File: src/rtl/data_mem_pkg.sv
// data_mem_pkg: shared state enum, default sizes and lane/offset/index helpers for data_mem_sync
package data_mem_pkg;
  localparam int DEF_DATA_WIDTH = 32;
  localparam int DEF_ADDR_WIDTH = 32;
  localparam int DEF_DEPTH = 64;
  typedef enum logic {CLEAR, READY} state_t;
  function automatic int lanes_of(input int dw);
    return dw / 8;
  endfunction
  function automatic int off_of(input int dw);
    return $clog2(dw / 8);
  endfunction
  function automatic int idx_of(input int depth);
    return $clog2(depth);
  endfunction
endpackage

File: src/rtl/data_mem_sync_if.sv
// data_mem_sync_if: request/response bundle; master = requester, slave = data_mem_sync
interface data_mem_sync_if import data_mem_pkg::*; #(
  parameter int DATA_WIDTH = DEF_DATA_WIDTH,
  parameter int ADDR_WIDTH = DEF_ADDR_WIDTH
);
  logic req_valid;
  logic req_ready;
  logic mem_write;
  logic mem_read;
  logic [ADDR_WIDTH-1:0] addr;
  logic [DATA_WIDTH-1:0] write_data;
  logic [DATA_WIDTH/8-1:0] byte_en;
  logic [DATA_WIDTH-1:0] read_data;
  logic read_valid;
  logic err;
  modport master(
    output req_valid, mem_write, mem_read, addr, write_data, byte_en,
    input req_ready, read_data, read_valid, err
  );
  modport slave(
    input req_valid, mem_write, mem_read, addr, write_data, byte_en,
    output req_ready, read_data, read_valid, err
  );
endinterface

File: src/rtl/data_mem_clear_ctrl.sv
// data_mem_clear_ctrl: post-reset clear FSM; ports clk, reset, ready (req_ready), clr_we/clr_idx (zeroing write)
module data_mem_clear_ctrl import data_mem_pkg::*; #(
  parameter int DEPTH = DEF_DEPTH
) (
  input  logic clk,
  input  logic reset,
  output logic ready,
  output logic clr_we,
  output logic [$clog2(DEPTH)-1:0] clr_idx
);
  localparam int IDX = idx_of(DEPTH);
  state_t state, state_nx;
  logic [IDX-1:0] cnt;
  always_ff @(posedge clk) begin
    if (reset) begin
      state <= CLEAR;
      cnt <= '0;
    end else begin
      state <= state_nx;
      cnt <= state == CLEAR ? cnt + 1'b1 : cnt;
    end
  end
  always_comb begin
    state_nx = state;
    state_nx = (state == CLEAR && cnt == IDX'(DEPTH - 1)) ? READY : state;
    ready = state == READY;
    clr_we = state == CLEAR;
    clr_idx = cnt;
  end
endmodule

File: src/rtl/data_mem_sync.sv
// data_mem_sync: cleared-on-reset data memory, 1-cycle reads, err on bad address; ports clk, reset, bus (slave); DATA_MEM_BYTE_WRITE_EN enables byte strobes
module data_mem_sync import data_mem_pkg::*; #(
  parameter int DATA_WIDTH = DEF_DATA_WIDTH,
  parameter int ADDR_WIDTH = DEF_ADDR_WIDTH,
  parameter int DEPTH = DEF_DEPTH
) (
  input logic clk,
  input logic reset,
  data_mem_sync_if.slave bus
);
  localparam int LANES = lanes_of(DATA_WIDTH);
  localparam int OFF = off_of(DATA_WIDTH);
  localparam int IDX = idx_of(DEPTH);
  logic [DATA_WIDTH-1:0] mem [DEPTH];
  logic ready, clr_we, acc, bad, good_rd, good_wr;
  logic [IDX-1:0] clr_idx, idx;
  logic [DATA_WIDTH-1:0] mask;
  data_mem_clear_ctrl #(.DEPTH(DEPTH)) u_clr (
    .clk(clk),
    .reset(reset),
    .ready(ready),
    .clr_we(clr_we),
    .clr_idx(clr_idx)
  );
  assign bus.req_ready = ready;
  always_comb begin
    acc = bus.req_valid & ready & (bus.mem_read | bus.mem_write);
    idx = bus.addr[OFF +: IDX];
    bad = ((bus.addr & ADDR_WIDTH'(LANES - 1)) != '0) | ((bus.addr >> (OFF + IDX)) != '0);
    good_rd = acc & ~bad & bus.mem_read;
    good_wr = acc & ~bad & bus.mem_write;
  end
`ifdef DATA_MEM_BYTE_WRITE_EN
  always_comb begin
    mask = '0;
    for (int i = 0; i < LANES; i++) mask[8*i +: 8] = {8{bus.byte_en[i]}};
  end
`else
  logic unused_be;
  assign unused_be = ^bus.byte_en;
  assign mask = '1;
`endif
  always_ff @(posedge clk) begin
    if (!reset && clr_we) mem[clr_idx] <= '0;
    else if (!reset && good_wr) mem[idx] <= (mem[idx] & ~mask) | (bus.write_data & mask);
  end
  always_ff @(posedge clk) begin
    if (reset) begin
      bus.read_data <= '0;
      bus.read_valid <= 1'b0;
      bus.err <= 1'b0;
    end else begin
      bus.read_valid <= good_rd;
      bus.err <= acc & bad;
      if (good_rd) bus.read_data <= mem[idx];
    end
  end
endmodule

File: src/flat_wrapper.sv
// flat-port wrapper written by rule: the top's interface ports become plain ports
module data_mem_sync_flat import data_mem_pkg::*;
#(
  parameter int DATA_WIDTH = DEF_DATA_WIDTH,
  parameter int ADDR_WIDTH = DEF_ADDR_WIDTH,
  parameter int DEPTH = DEF_DEPTH
)
  (clk, reset, bus_req_valid, bus_mem_write, bus_mem_read, bus_addr, bus_write_data, bus_byte_en, bus_req_ready, bus_read_data, bus_read_valid, bus_err);
  data_mem_sync_if #(.DATA_WIDTH(DATA_WIDTH), .ADDR_WIDTH(ADDR_WIDTH)) bus_i ();
  input logic clk;
  input logic reset;
  input wire logic [$bits(bus_i.req_valid)-1:0] bus_req_valid;
  input wire logic [$bits(bus_i.mem_write)-1:0] bus_mem_write;
  input wire logic [$bits(bus_i.mem_read)-1:0] bus_mem_read;
  input wire logic [$bits(bus_i.addr)-1:0] bus_addr;
  input wire logic [$bits(bus_i.write_data)-1:0] bus_write_data;
  input wire logic [$bits(bus_i.byte_en)-1:0] bus_byte_en;
  output wire logic [$bits(bus_i.req_ready)-1:0] bus_req_ready;
  output wire logic [$bits(bus_i.read_data)-1:0] bus_read_data;
  output wire logic [$bits(bus_i.read_valid)-1:0] bus_read_valid;
  output wire logic [$bits(bus_i.err)-1:0] bus_err;
  assign bus_i.req_valid = bus_req_valid;
  assign bus_i.mem_write = bus_mem_write;
  assign bus_i.mem_read = bus_mem_read;
  assign bus_i.addr = bus_addr;
  assign bus_i.write_data = bus_write_data;
  assign bus_i.byte_en = bus_byte_en;
  assign bus_req_ready = bus_i.req_ready;
  assign bus_read_data = bus_i.read_data;
  assign bus_read_valid = bus_i.read_valid;
  assign bus_err = bus_i.err;
  data_mem_sync #(.DATA_WIDTH(DATA_WIDTH), .ADDR_WIDTH(ADDR_WIDTH), .DEPTH(DEPTH)) u_core (.clk(clk), .reset(reset), .bus(bus_i));
endmodule
File: config.mk
export PLATFORM = sky130hd
export DESIGN_NAME = data_mem_sync_flat
export DESIGN_NICKNAME = d
export VERILOG_FILES = /design/src/rtl/data_mem_pkg.sv /design/src/rtl/data_mem_sync_if.sv /design/src/rtl/data_mem_clear_ctrl.sv /design/src/rtl/data_mem_sync.sv /design/src/flat_wrapper.sv
export SDC_FILE = /design/constraint.sdc
export NUM_CORES = 2
export LEC_CHECK = 0
export CORE_MARGIN = 2
export CORE_UTILIZATION = 44
export CTS_BUF_LIST = sky130_fd_sc_hd__clkbuf_8 sky130_fd_sc_hd__clkbuf_16
export DETAILED_ROUTE_END_ITERATION = 10
export PLACE_DENSITY_LB_ADDON = 0.25
export SKIP_LAST_GASP = 1
export SYNTH_ARGS = -nofsm -noshare
export SYNTH_HDL_FRONTEND = slang
export SYNTH_SLANG_ARGS = --single-unit
File: constraint.sdc
create_clock -name clk -period 6.4 [get_ports clk]
set_input_delay 1.28 -clock clk [delete_from_list [all_inputs] [get_ports clk]]
set_output_delay 1.28 -clock clk [all_outputs]
set_load 0.01 [all_outputs]
==> impl_metrics.json <==
{
  "status": "finished, final reports clean",
  "die_y_microns": 432,
  "rrSetupSlack_ns": 2.66,
  "cts_buffers": 206,
  "synthesis.area_sq_um": 80400,
  "critPathLaunchType": "primary input",
  "grt_pass1_wl_microns": 297000,
  "slowest_delay_ns": 0.81,
  "ctsResizeCount": 0,
  "routed.top_layer": "met5",
  "comb_power_share": 0.029,
  "port_buffers": 103,
  "cp_slowest_cell": "nor2_4",
  "die_w_microns": 432,
  "ant_nets": 0,
  "worstPathMaxFanout": 25,
  "synthCells": 3709,
  "max_slew_margin": 0.164,
  "setup_viol": 0,
  "num_io_pins": 108,
  "p_leak_nw": 29.3,
  "fin_cells": 6530,
  "switchingPower_mw": 5.64,
  "setup_tns_ns": 0,
  "hp-class": "reg2reg",
  "viasPerCell": 6.03,
  "fmax_mhz": 228,
  "track_usage": 0.224,
  "htreeDepth": 4,
  "synth-simple-area-share": 0.0243,
  "drtIter0Drc": 4088,
  "synth_top_cell_area_share": 0.765,
  "cp_data_arrival_time_ns": 4.92,
  "grt_max_degree": 118,
  "synth_top_family_by_area": "multiplexers",
  "holdBufCountCts": 0,
  "core_area_sq_um": 181000,
  "hold_depth": 2,
  "finClkSkew_ns": 0.0480,
  "cts_root_buf": "clkbuf_16",
  "nFillCells": 14258,
  "areaGrowthSynthToFinish_pct": 14.2,
  "ys_warn_count": 0,
  "clk_latency_ns": 0.86,
  "vdd_drop_max_mv": 0.309,
  "layout-drive-gt1-share": 0.251,
  "synthTopCellsByArea": "edfxtp_1, mux4_2, mux2i_1",
  "final-seq-area_sq_um": 62300,
  "synthXorXnorAreaFrac": 0.000436,
  "power_frac_seq": 0.545,
  "worstHoldStart": "u_core.bus.read_data[19]",
  "dieArea_sq_um": 186000,
  "ys_types": 56,
  "clock-sinks": 2089,
  "synth_nets": 3783,
  "initial_core_util": 0.444,
  "gp_congestion": 0.828,
  "path_class": "in2reg",
  "slew_violations": 0,
  "maxCapViolCount": 0,
  "crit_required_ns": 6.94,
  "finalCritPeriodShare": 0.684,
  "postCtsSetupBuffers": 0,
  "drt_pre_antenna_iters": 5,
  "pwr-share-clk": 0.426,
  "finalHoldViolations": 0,
  "swShare": 0.207,
  "drc": 0,
  "grt_pass1_vias": 39895,
  "power.density_nw_per_um2": 296,
  "reg2reg_to": "u_core.mem[58][14]",
  "wl_met2_microns": 103000,
  "layout.nets": 4058,
  "cts.clk_slew.worst_paths_ns": 0.06,
  "drt-met1-wl_microns": 84300,
  "muxShareOfSynthArea": 0.157,
  "vias": 39408,
  "r2r_start": "u_core.u_clr.ready",
  "synth_area_leader_cell": "edfxtp_1",
  "ys.flop_type": "edfxtp_1",
  "ys_seq_area_frac": 0.775,
  "wire_per_inst_microns": 31.9,
  "wl_met3_microns": 12800,
  "async_flop_share": 0,
  "rsz0062_at_grt": "false",
  "place_ws_ns": 1.19,
  "hold-path-endpoint": "u_core.bus.read_data[19]",
  "synth_compound_area_frac": 0.0282,
  "intPower_mw": 21.6,
  "place_inst": 6146,
  "multiInputGateArea_sq_um": 17500,
  "antenna_found_initial": 10,
  "dp_hpwl_microns": 122000,
  "rr_worst_depth": 7,
  "synth_edf_count": 2048,
  "wirelength_microns": 208000,
  "critPathCaptureType": "flop",
  "finalCriticalPeriod_ns": 4.38,
  "fin_ws_ns": 2.02,
  "ys_ff_latch": 2089,
  "crit_path_cell_trace": "clkdlybuf4s50_1, nor4_1, and3_1, and4_2, a31oi_1, nor2_4, buf_4",
  "num_rows": 156,
  "grt_overflow": 0,
  "cts_tree": "done",
  "synthAdderAreaFrac": 0.000156,
  "synth_area_per_cell_sq_um": 21.7,
  "clockBufferDepth": 3,
  "tightestPinTransition_ns": 1.25
}
==> flip-flops by register name, indices dropped and copies added, names as in the netlist <==
signal,count
u_core.bus.read_valid,1
u_core.u_clr.clr_idx,6
u_core.bus.err,1
u_core.bus.read_data,32
u_core.mem,2048
u_core.u_clr.ready,1
==> per-layer routing <==
metal | GRT usage | up-vias
met2 | 0.369 | 1480
met1 | 0.304 | 21353
li1 | - | 16241
met4 | 0.0837 | 6
met3 | 0.0344 | 328
met5 | 0 | -
==> synth_stat cells, types with 7 or more instances <==
| cell | n |
|---|---|
| o22ai_1 | 22 |
| nor3_1 | 26 |
| a22oi_1 | 133 |
| nand2_1 | 49 |
| buf_4 | 18 |
| dfxtp_1 | 41 |
| nor2_1 | 80 |
| clkbuf_1 | 81 |
| mux2_2 | 16 |
| inv_1 | 7 |
| a22o_1 | 27 |
| nor2b_1 | 14 |
| nand2b_1 | 11 |
| edfxtp_1 | 2048 |
| nor4_1 | 7 |
| a21oi_1 | 23 |
| nand3_1 | 88 |
| a311o_1 | 25 |
| a221oi_1 | 9 |
| or3_1 | 8 |
| buf_1 | 13 |
| mux4_2 | 443 |
| and2_1 | 37 |
| a31oi_1 | 32 |
| buf_2 | 79 |
| nand4_1 | 31 |
| buf_6 | 22 |
| mux2i_1 | 250 |
==> logic make-up (layout without fill, tap and decap cells) <==
logic type | Yosys count | after routing
AND/OR/NAND/NOR | 382 | 382
AO/OA/AOI/OAI | 302 | 302
XOR/XNOR | 4 | 4
buffers and inverters | 222 | 671
flip-flops | 2089 | 2089
adder cells (fa/ha/maj) | 1 | 1
multiplexers | 709 | 709
other | 0 | 2
==> worst max path at each step <==
| stage | cells past startpoint | end | from |
|---|---|---|---|
| after floorplan | 8 | u_core.mem[3][0] | bus_addr[21] |
| after global placement | 7 | u_core.mem[58][4] | bus_addr[8] |
| after CTS | 7 | u_core.mem[58][14] | bus_addr[21] |
| after detailed placement | 7 | u_core.mem[58][23] | bus_addr[21] |
| after global routing | 7 | u_core.mem[58][11] | bus_addr[21] |
| final | 7 | u_core.mem[58][14] | bus_addr[21] |
==> layout by cell type, fill, tap and decap left out, types with 8 or more instances in the layout <==
cell type and count:
buf_12 14, buf_4 166, a22o_1 27, or3_1 8, a21oi_1 16, inv_1 63
clkinv_2 39, nor3_2 18, a22oi_1 133, nor2b_1 10, mux2_2 16, edfxtp_1 2048
bufinv_16 12, o22ai_1 22, mux2i_1 250, nand2b_1 11, clkbuf_16 209, a221oi_1 9
nor2_1 39, clkdlybuf4s50_1 97, dfxtp_1 41, nand4_1 31, nor2_4 38, nor3_1 8
nand2_1 49, nand3_1 88, a311o_1 25, and2_2 33, mux4_2 443, a31oi_1 31
clkinv_1 43
==> critical path: cells and delay by family <==
kind | cells | cell delay [ns]
buf+inv | 2 | 0.73
compound gates | 1 | 0.57
simple gates | 4 | 2.26
==> metrics by stage <==
step / cell area [sq um] / utilization / hold WS, ns / power [mW]
6_report: 91900 / 0.507 / 0.539 / 27.2
5_1_grt: 91900 / 0.507 / 0.549 / 28.0
4_1_cts: 91900 / 0.507 / 0.539 / 27.4
3_5_place_dp: 85400 / 0.471 / 0.512 / 15.9
3_3_place_gp: 85400 / 0.471 / 0.521 / 15.9
2_1_floorplan: 80400 / - / 0.490 / 15.6
==> power by group through the flow <==
stage | Combinational (mW) | Sequential [mW] | Clock [mW]
4_1_cts | 0.802 | 14.8 | 11.8
5_1_grt | 0.832 | 14.8 | 12.3
6_report | 0.790 | 14.8 | 11.6
2_1_floorplan | 0.516 | 15.1 | 0
3_3_place_gp | 0.798 | 15.1 | 0
3_5_place_dp | 0.800 | 15.1 | 0
==> layout make-up <==
| class | count | share of cell area |
|---|---|---|
| clock buffer | 213 | 0.0575 |
| sequential | 2089 | 0.678 |
| timing repair buffer | 282 | 0.0278 |
| clock inverter | 169 | 0.0134 |
| tap | 2370 | 0.0323 |
| antenna | 2 | 0.0000545 |
| multi-input combinational | 1398 | 0.190 |
| inverter | 7 | 0.000286 |
(Power assumes the default switching activity.)
